==> config.mk <==
export PLATFORM = sky130hd
export DESIGN_NAME = shift_reg_param_flat
export DESIGN_NICKNAME = d
export VERILOG_FILES = /design/src/rtl/shift_reg_param_if.sv /design/src/rtl/shift_reg_param.sv /design/src/flat_wrapper.sv
export SDC_FILE = /design/constraint.sdc
export NUM_CORES = 1
export LEC_CHECK = 0
export CORE_MARGIN = 3
export CORE_UTILIZATION = 51
export CTS_BUF_LIST = sky130_fd_sc_hd__clkbuf_4
export DETAILED_ROUTE_END_ITERATION = 7
export PLACE_DENSITY = 0.82
export SYNTH_ARGS = -nofsm -noshare
export SYNTH_HDL_FRONTEND = slang
export SYNTH_SLANG_ARGS = --single-unit
==> constraint.sdc <==
create_clock -name clk -period 4.2 [get_ports clk]
set_input_delay 0.84 -clock clk [delete_from_list [all_inputs] [get_ports clk]]
set_output_delay 0.84 -clock clk [all_outputs]
set_load 0.02 [all_outputs]
==> src/rtl/shift_reg_param_if.sv <==
// Bus bundle for shift_reg_param: the control strobes, the serial and parallel data, and the status.
// Ports: the master drives load, parallel_in, shift_en, dir, rotate, serial_in, burst_start and burst_len;
//        the slave drives serial_out, reg_content, busy and done.
interface shift_reg_param_if #(
  parameter int WIDTH = 8
);
  localparam int LW = $clog2(WIDTH + 1);

  logic             load;
  logic [WIDTH-1:0] parallel_in;
  logic             shift_en;
  logic             dir;
  logic             rotate;
  logic             serial_in;
  logic             burst_start;
  logic [LW-1:0]    burst_len;
  logic             serial_out;
  logic [WIDTH-1:0] reg_content;
  logic             busy;
  logic             done;

  modport master (
    output load, parallel_in, shift_en, dir, rotate, serial_in, burst_start, burst_len,
    input  serial_out, reg_content, busy, done
  );

  modport slave (
    input  load, parallel_in, shift_en, dir, rotate, serial_in, burst_start, burst_len,
    output serial_out, reg_content, busy, done
  );
endinterface

==> src/rtl/shift_reg_param.sv <==
// Universal WIDTH-bit shift register: parallel load, left/right shift or rotate, and autonomous bursts.
// Latency: load and single shifts land on the capturing edge; a burst of L shifts occupies edges 1..L, with done after that.
// Backpressure: none; while busy, single-step and new-burst requests are dropped, and only load can interrupt.
// Ports: clk and reset_n (asynchronous, active-low) are plain ports; everything else travels on bus (slave modport).
module shift_reg_param #(
  parameter int WIDTH = 8
) (
  input  logic               clk,
  input  logic               reset_n,
  shift_reg_param_if.slave   bus
);
  localparam int LW = $clog2(WIDTH + 1);

  localparam logic [1:0] ST_IDLE  = 2'd0;
  localparam logic [1:0] ST_SHIFT = 2'd1;
  localparam logic [1:0] ST_DONE  = 2'd2;

  logic [1:0]       state;
  logic [LW-1:0]    cnt;
  logic [WIDTH-1:0] data;
  logic             burst_dir;
  logic             burst_rot;

  logic             eff_dir;
  logic             eff_rot;
  logic             out_bit;
  logic             in_bit;
  logic [WIDTH-1:0] shifted;
  logic [LW-1:0]    len_clamped;

  // A running burst keeps the direction and mode it captured at its start, so the live inputs are free to change underneath it.
  assign eff_dir = (state == ST_SHIFT) ? burst_dir : bus.dir;
  assign eff_rot = (state == ST_SHIFT) ? burst_rot : bus.rotate;

  // out_bit is the bit that the next shift discards. In rotate mode it is fed back in at the other end.
  assign out_bit = eff_dir ? data[0] : data[WIDTH-1];
  assign in_bit  = eff_rot ? out_bit : bus.serial_in;
  assign shifted = eff_dir ? {in_bit, data[WIDTH-1:1]} : {data[WIDTH-2:0], in_bit};

  assign len_clamped = (bus.burst_len > LW'(WIDTH)) ? LW'(WIDTH) : bus.burst_len;

  assign bus.serial_out  = out_bit;
  assign bus.reg_content = data;
  assign bus.busy        = (state == ST_SHIFT);
  assign bus.done        = (state == ST_DONE);

  always_ff @(posedge clk or negedge reset_n) begin
    if (!reset_n) begin
      state     <= ST_IDLE;
      cnt       <= '0;
      data      <= '0;
      burst_dir <= 1'b0;
      burst_rot <= 1'b0;
    end else if (bus.load) begin
      // A load aborts any burst in progress and suppresses its done pulse.
      data  <= bus.parallel_in;
      state <= ST_IDLE;
      cnt   <= '0;
    end else begin
      case (state)
        ST_IDLE, ST_DONE: begin
          if (bus.burst_start) begin
            // The start edge only arms the burst. The first shift happens on the following edge.
            burst_dir <= bus.dir;
            burst_rot <= bus.rotate;
            cnt       <= len_clamped;
            state     <= (len_clamped != '0) ? ST_SHIFT : ST_DONE;
          end else begin
            if (state == ST_IDLE && bus.shift_en) begin
              data <= shifted;
            end
            state <= ST_IDLE;
          end
        end
        ST_SHIFT: begin
          data <= shifted;
          cnt  <= cnt - LW'(1);
          if (cnt == LW'(1)) begin
            state <= ST_DONE;
          end
        end
        default: begin
          state <= ST_IDLE;
        end
      endcase
    end
  end
endmodule

==> src/flat_wrapper.sv <==
// flat-port wrapper written by rule: the top's interface ports become plain ports
module shift_reg_param_flat 
#(
  parameter int WIDTH = 8
)
  (clk, reset_n, bus_load, bus_parallel_in, bus_shift_en, bus_dir, bus_rotate, bus_serial_in, bus_burst_start, bus_burst_len, bus_serial_out, bus_reg_content, bus_busy, bus_done);
  shift_reg_param_if #(.WIDTH(WIDTH)) bus_i ();
  input  logic clk;
  input  logic reset_n;
  input wire logic [$bits(bus_i.load)-1:0] bus_load;
  input wire logic [$bits(bus_i.parallel_in)-1:0] bus_parallel_in;
  input wire logic [$bits(bus_i.shift_en)-1:0] bus_shift_en;
  input wire logic [$bits(bus_i.dir)-1:0] bus_dir;
  input wire logic [$bits(bus_i.rotate)-1:0] bus_rotate;
  input wire logic [$bits(bus_i.serial_in)-1:0] bus_serial_in;
  input wire logic [$bits(bus_i.burst_start)-1:0] bus_burst_start;
  input wire logic [$bits(bus_i.burst_len)-1:0] bus_burst_len;
  output wire logic [$bits(bus_i.serial_out)-1:0] bus_serial_out;
  output wire logic [$bits(bus_i.reg_content)-1:0] bus_reg_content;
  output wire logic [$bits(bus_i.busy)-1:0] bus_busy;
  output wire logic [$bits(bus_i.done)-1:0] bus_done;
  assign bus_i.load = bus_load;
  assign bus_i.parallel_in = bus_parallel_in;
  assign bus_i.shift_en = bus_shift_en;
  assign bus_i.dir = bus_dir;
  assign bus_i.rotate = bus_rotate;
  assign bus_i.serial_in = bus_serial_in;
  assign bus_i.burst_start = bus_burst_start;
  assign bus_i.burst_len = bus_burst_len;
  assign bus_serial_out = bus_i.serial_out;
  assign bus_reg_content = bus_i.reg_content;
  assign bus_busy = bus_i.busy;
  assign bus_done = bus_i.done;
  shift_reg_param #(.WIDTH(WIDTH)) u_core (.clk(clk), .reset_n(reset_n), .bus(bus_i));
endmodule
After elaboration in Yosys (flattened, before gate mapping) --
Cells that the tools add are included.
Word-level totals: register bits 16, output and inout bits 11, word-level logic and storage cells 41, input bits 20
Cells by class: muxes and demuxes 18, eq/ne operators 7, bitwise gates (word level) 1, add/sub/neg operators 1, reductions and logical operators 8, $lt $le $gt $ge 1
Operators with widths (count):
- $mux W8 | 4
- $pmux W8 S2 | 1
- $mux W4 | 3
- $mux W2 | 4
- $pmux W4 S2 | 1
- $ne A3 B2 Y1 const B | 2
- $ne A3 B3 Y1 const B | 2
- $reduce_and A3 Y1 | 2
- $eq A4 B1 Y1 const B | 1
- $gt A4 B4 Y1 const B | 1
- $mux W1 | 4
- $pmux W2 S2 | 1
- $reduce_bool A4 Y1 | 1
- $sub A4 B1 Y4 const B | 1
- $reduce_bool A3 Y1 | 1
- $eq A2 B1 Y1 const B | 1
- $eq A2 B2 Y1 const B | 1
- $logic_not A2 Y1 | 1
- $reduce_and A2 Y1 | 1
- $reduce_or A2 Y1 | 1
- $logic_and A1 B1 Y1 | 1
- $not A1 Y1 | 1

Logic depth before layout (Yosys ltp) --
word-level depth 9, gate-level depth with buffers 6, depth with buffers taken out 5

Worst setup path before layout --
Ideal clock, no wire load.
kind input-to-output, start point input port bus_dir, end point output port bus_serial_out, setup slack 2.075 ns, arrival time 1.285 ns, stages on the path 2, buffers on the path 0, required time 3.360 ns, path through a211oi_1 > a21o_1
On the way: longest elaborated chain between the ends 2
RTL lines:
- start: declaration | line flat_wrapper.sv:13 | input wire logic [$bits(bus_i.dir)-1:0] bus_dir;
- $mux W1 | line shift_reg_param.sv:32 | assign eff_dir = (state == ST_SHIFT) ? burst_dir : bus.dir;
- $mux W1 | line shift_reg_param.sv:36 | assign out_bit = eff_dir ? data[0] : data[WIDTH-1];
- end: declaration | line flat_wrapper.sv:18 | output wire logic [$bits(bus_i.serial_out)-1:0] bus_serial_out;
No other way between the ends.

Final worst setup path --
Ends and elaborated chain as after synthesis.

==> qor.yml <==
outcome:
  outcome: "complete, no violations"
timing:
  rsz0062_at_grt: "no"
  max_freq_mhz: 308
  worst_slew_margin_rel_pct: 48.4
  period_needed_ns: 3.25
  tightest_slew_ns: 0.774
  period_share_pct: 77.3
  whs_ns: 0.514
  finalSetupViolations: 0
  fin_skew_ns: 0.00515
  slew_violations: 0
  finalHoldViolCount: 0
  setup_tns_ns: 0
clock_network:
  cts_num_sinks: 16
  cts-resized-gates: 0
  cts.clk_slew.worst_paths_ns: 0.10
  hold_buffers: 0
  clock_latency_ns: 0.29
  cts_buffers: 3
  post_cts_buffers: 0
  cts_root_buffer: "clkbuf_4"
  max-clock-path-buffers: 2
  htreeDepth: 1
  cts_tree: "yes"
global_route:
  overflow: 0
  grt_pass1_wl_mm: 4.36
  grt_start_max_net_pins: 18
  antenna_found_initial: 0
  track_usage_pct: 22.9
  grt_pass1_vias: 962
cells_and_area:
  drive_gt1_share_pct: 9.16
  diodes: 0
  final_nets: 155
  multi_input_area_um2: 554
  final_area_um2: 1350
  fin_cells: 156
  n_fill_cell: 146
  area_growth_pct: 32.6
  final-seq-area_um2: 400
synthesis:
  syn_avg_cell_area_um2: 9.95
  ys_types: 42
  ys_ff_latch: 16
  syn-num-nets: 124
  synth_edf_count: 0
  yosysWarnings: 0
  ys_seq_area_share_pct: 39.5
  syn_inst: 102
  yosys_most_used_dff: "dfrtp_1"
  synth_area_leader_cell: "dfrtp_1"
  synth_top_area_share_pct: 39.5
  synth_most_common_cell: "dfrtp_1"
  synth_area_leaders: "dfrtp_1 (39%), mux2i_1 (7.9%), o22ai_1 (4.3%), a21oi_1 (3.5%), inv_1 (3.0%)"
  synth_area_um2: 1010
  ys_top_cells_by_count: "dfrtp_1 (16), inv_1 (8), mux2i_1 (8)"
  synth-async-reset-ratio_pct: 100
routing:
  final_antenna_net_count: 0
  drc: 0
  wl_per_cell_um: 16.5
  wirelength_mm: 2.58
  vias: 946
  drt_iter0_markers: 25
  drtPass1Iterations: 4
  vias_per_cell: 6.06
power:
  comb_power_share_pct: 41.9
  leakage_nw: 0.564
  powerDensity_nw_per_um2: 375
  power.internal_mw: 0.315
  p_sw_share_pct: 37.6
  p_seq_share_pct: 41.3
  clkPwrFrac_pct: 16.9
  vdd_drop_max_v: 0.000232
  switching_power_mw: 0.190
floorplanning:
  die_w_um: 50.6
  rows: 15
  die_area_um2: 2560
  core-area_um2: 1800
  start_util_pct: 56.3
  fp.dieH_um: 50.6
  io_pins: 31
setup_path:
  path_buf_inv: 2
  cp_max_fo: 4
  crit_slowest_cell: "clkdlybuf4s50_1"
  cp-end-kind: "output port"
  cp-start-kind: "input pin"
  max_stage_delay_ns: 0.59
  path_cells: "clkdlybuf4s50_1 > a211oi_1 > a21o_1 > clkdlybuf4s50_1"
  required_ns: 3.36
  crit_family: "buffers and inverters"
  worstSetupPathType: "input pin to output port"
  cp_common_cell: "clkdlybuf4s50_1"
  worstPathArrival_ns: 2.41
placed_design:
  placed_cell_area_um2: 1320
  portBuffers: 30
  dp_hpwl_mm: 1.91
  dp.cells: 153
  gp_congestion: 0.871
job:
  cap_violations: 0
min_path:
  holdCritPathClass: "register to register"
[cell families after synthesis]
logic type                 after synthesis  share of synthesized area, %
muxes                                   11                          11.5
DFF                                     16                          39.5
AOI/OAI and AO/OA                       37                          26.3
and+or+nand+nor                         23                          14.4
buffers and inverters                   13                          5.92
adders and majority gates                2                          2.47
[layout by cell type (no fill, tap or decap), types with 2 or more instances in the layout]
cell and n:
nand2_1 3, dfrtp_1 16, nand2b_1 2, o22ai_1 7
nor3_1 2, ha_1 2, inv_1 8, mux2i_1 8
a31oi_1 3, nor2_1 6, a211oi_1 2, mux2_2 2
o31ai_1 3, a21o_1 3, clkbuf_4 3, clkdlybuf4s50_1 30
a21oi_1 7
[flip-flops by register name (all words and copies together) (netlist names)]
signal,count
u_core.bus.reg_content,8
u_core.cnt,4
u_core.state,2
u_core.burst_dir,1
u_core.burst_rot,1
[power by group through the flow]
stage	registers [mW]	clock network, mW	logic (mW)
after global placement	0.210	0	0.205
after CTS	0.208	0.0833	0.212
final	0.208	0.0851	0.211
after floorplan	0.221	0	0.117
after detailed placement	0.211	0	0.210
after global routing	0.213	0.0891	0.230
[cell type report]
cell class              count  area share [%]
multi-input cells          73            41.2
flip-flops and latches     16            29.8
repair buffers             30            22.3
inverters                   9            2.70
well taps                  25            2.33
clock buffers               3            1.67
[metrics by stage]
stage	power [mW]	utilization [%]	setup WS, ns
final	0.504	74.7	0.954
after global routing	0.532	74.7	0.825
after CTS	0.503	74.7	0.970
after detailed placement	0.421	73.4	0.976
after global placement	0.414	73.4	1.00
after floorplan	0.338	-	2.08
[layer usage]
metal	routed length [µm]	global-route usage, %
met1	1130	29.6
met2	1280	37.4
met3	126	3.56
met4	41	10.8
met5	0	0
[path summary, 6_finish.rpt]
path	from	end	slack, ns	cells after the start
max reg2reg	u_core.state[1]	u_core.bus.reg_content[7]	2.27	5
min reg2reg	u_core.burst_dir	u_core.burst_dir	0.51	1
min	u_core.burst_dir	u_core.burst_dir	0.51	1
max in group asynchronous	reset_n	u_core.bus.reg_content[5]	2.76	1
max	bus_dir	bus_serial_out	0.95	4
min in group asynchronous	reset_n	u_core.burst_rot	0.97	1
Note: power is estimated with default switching activity, not from simulation.
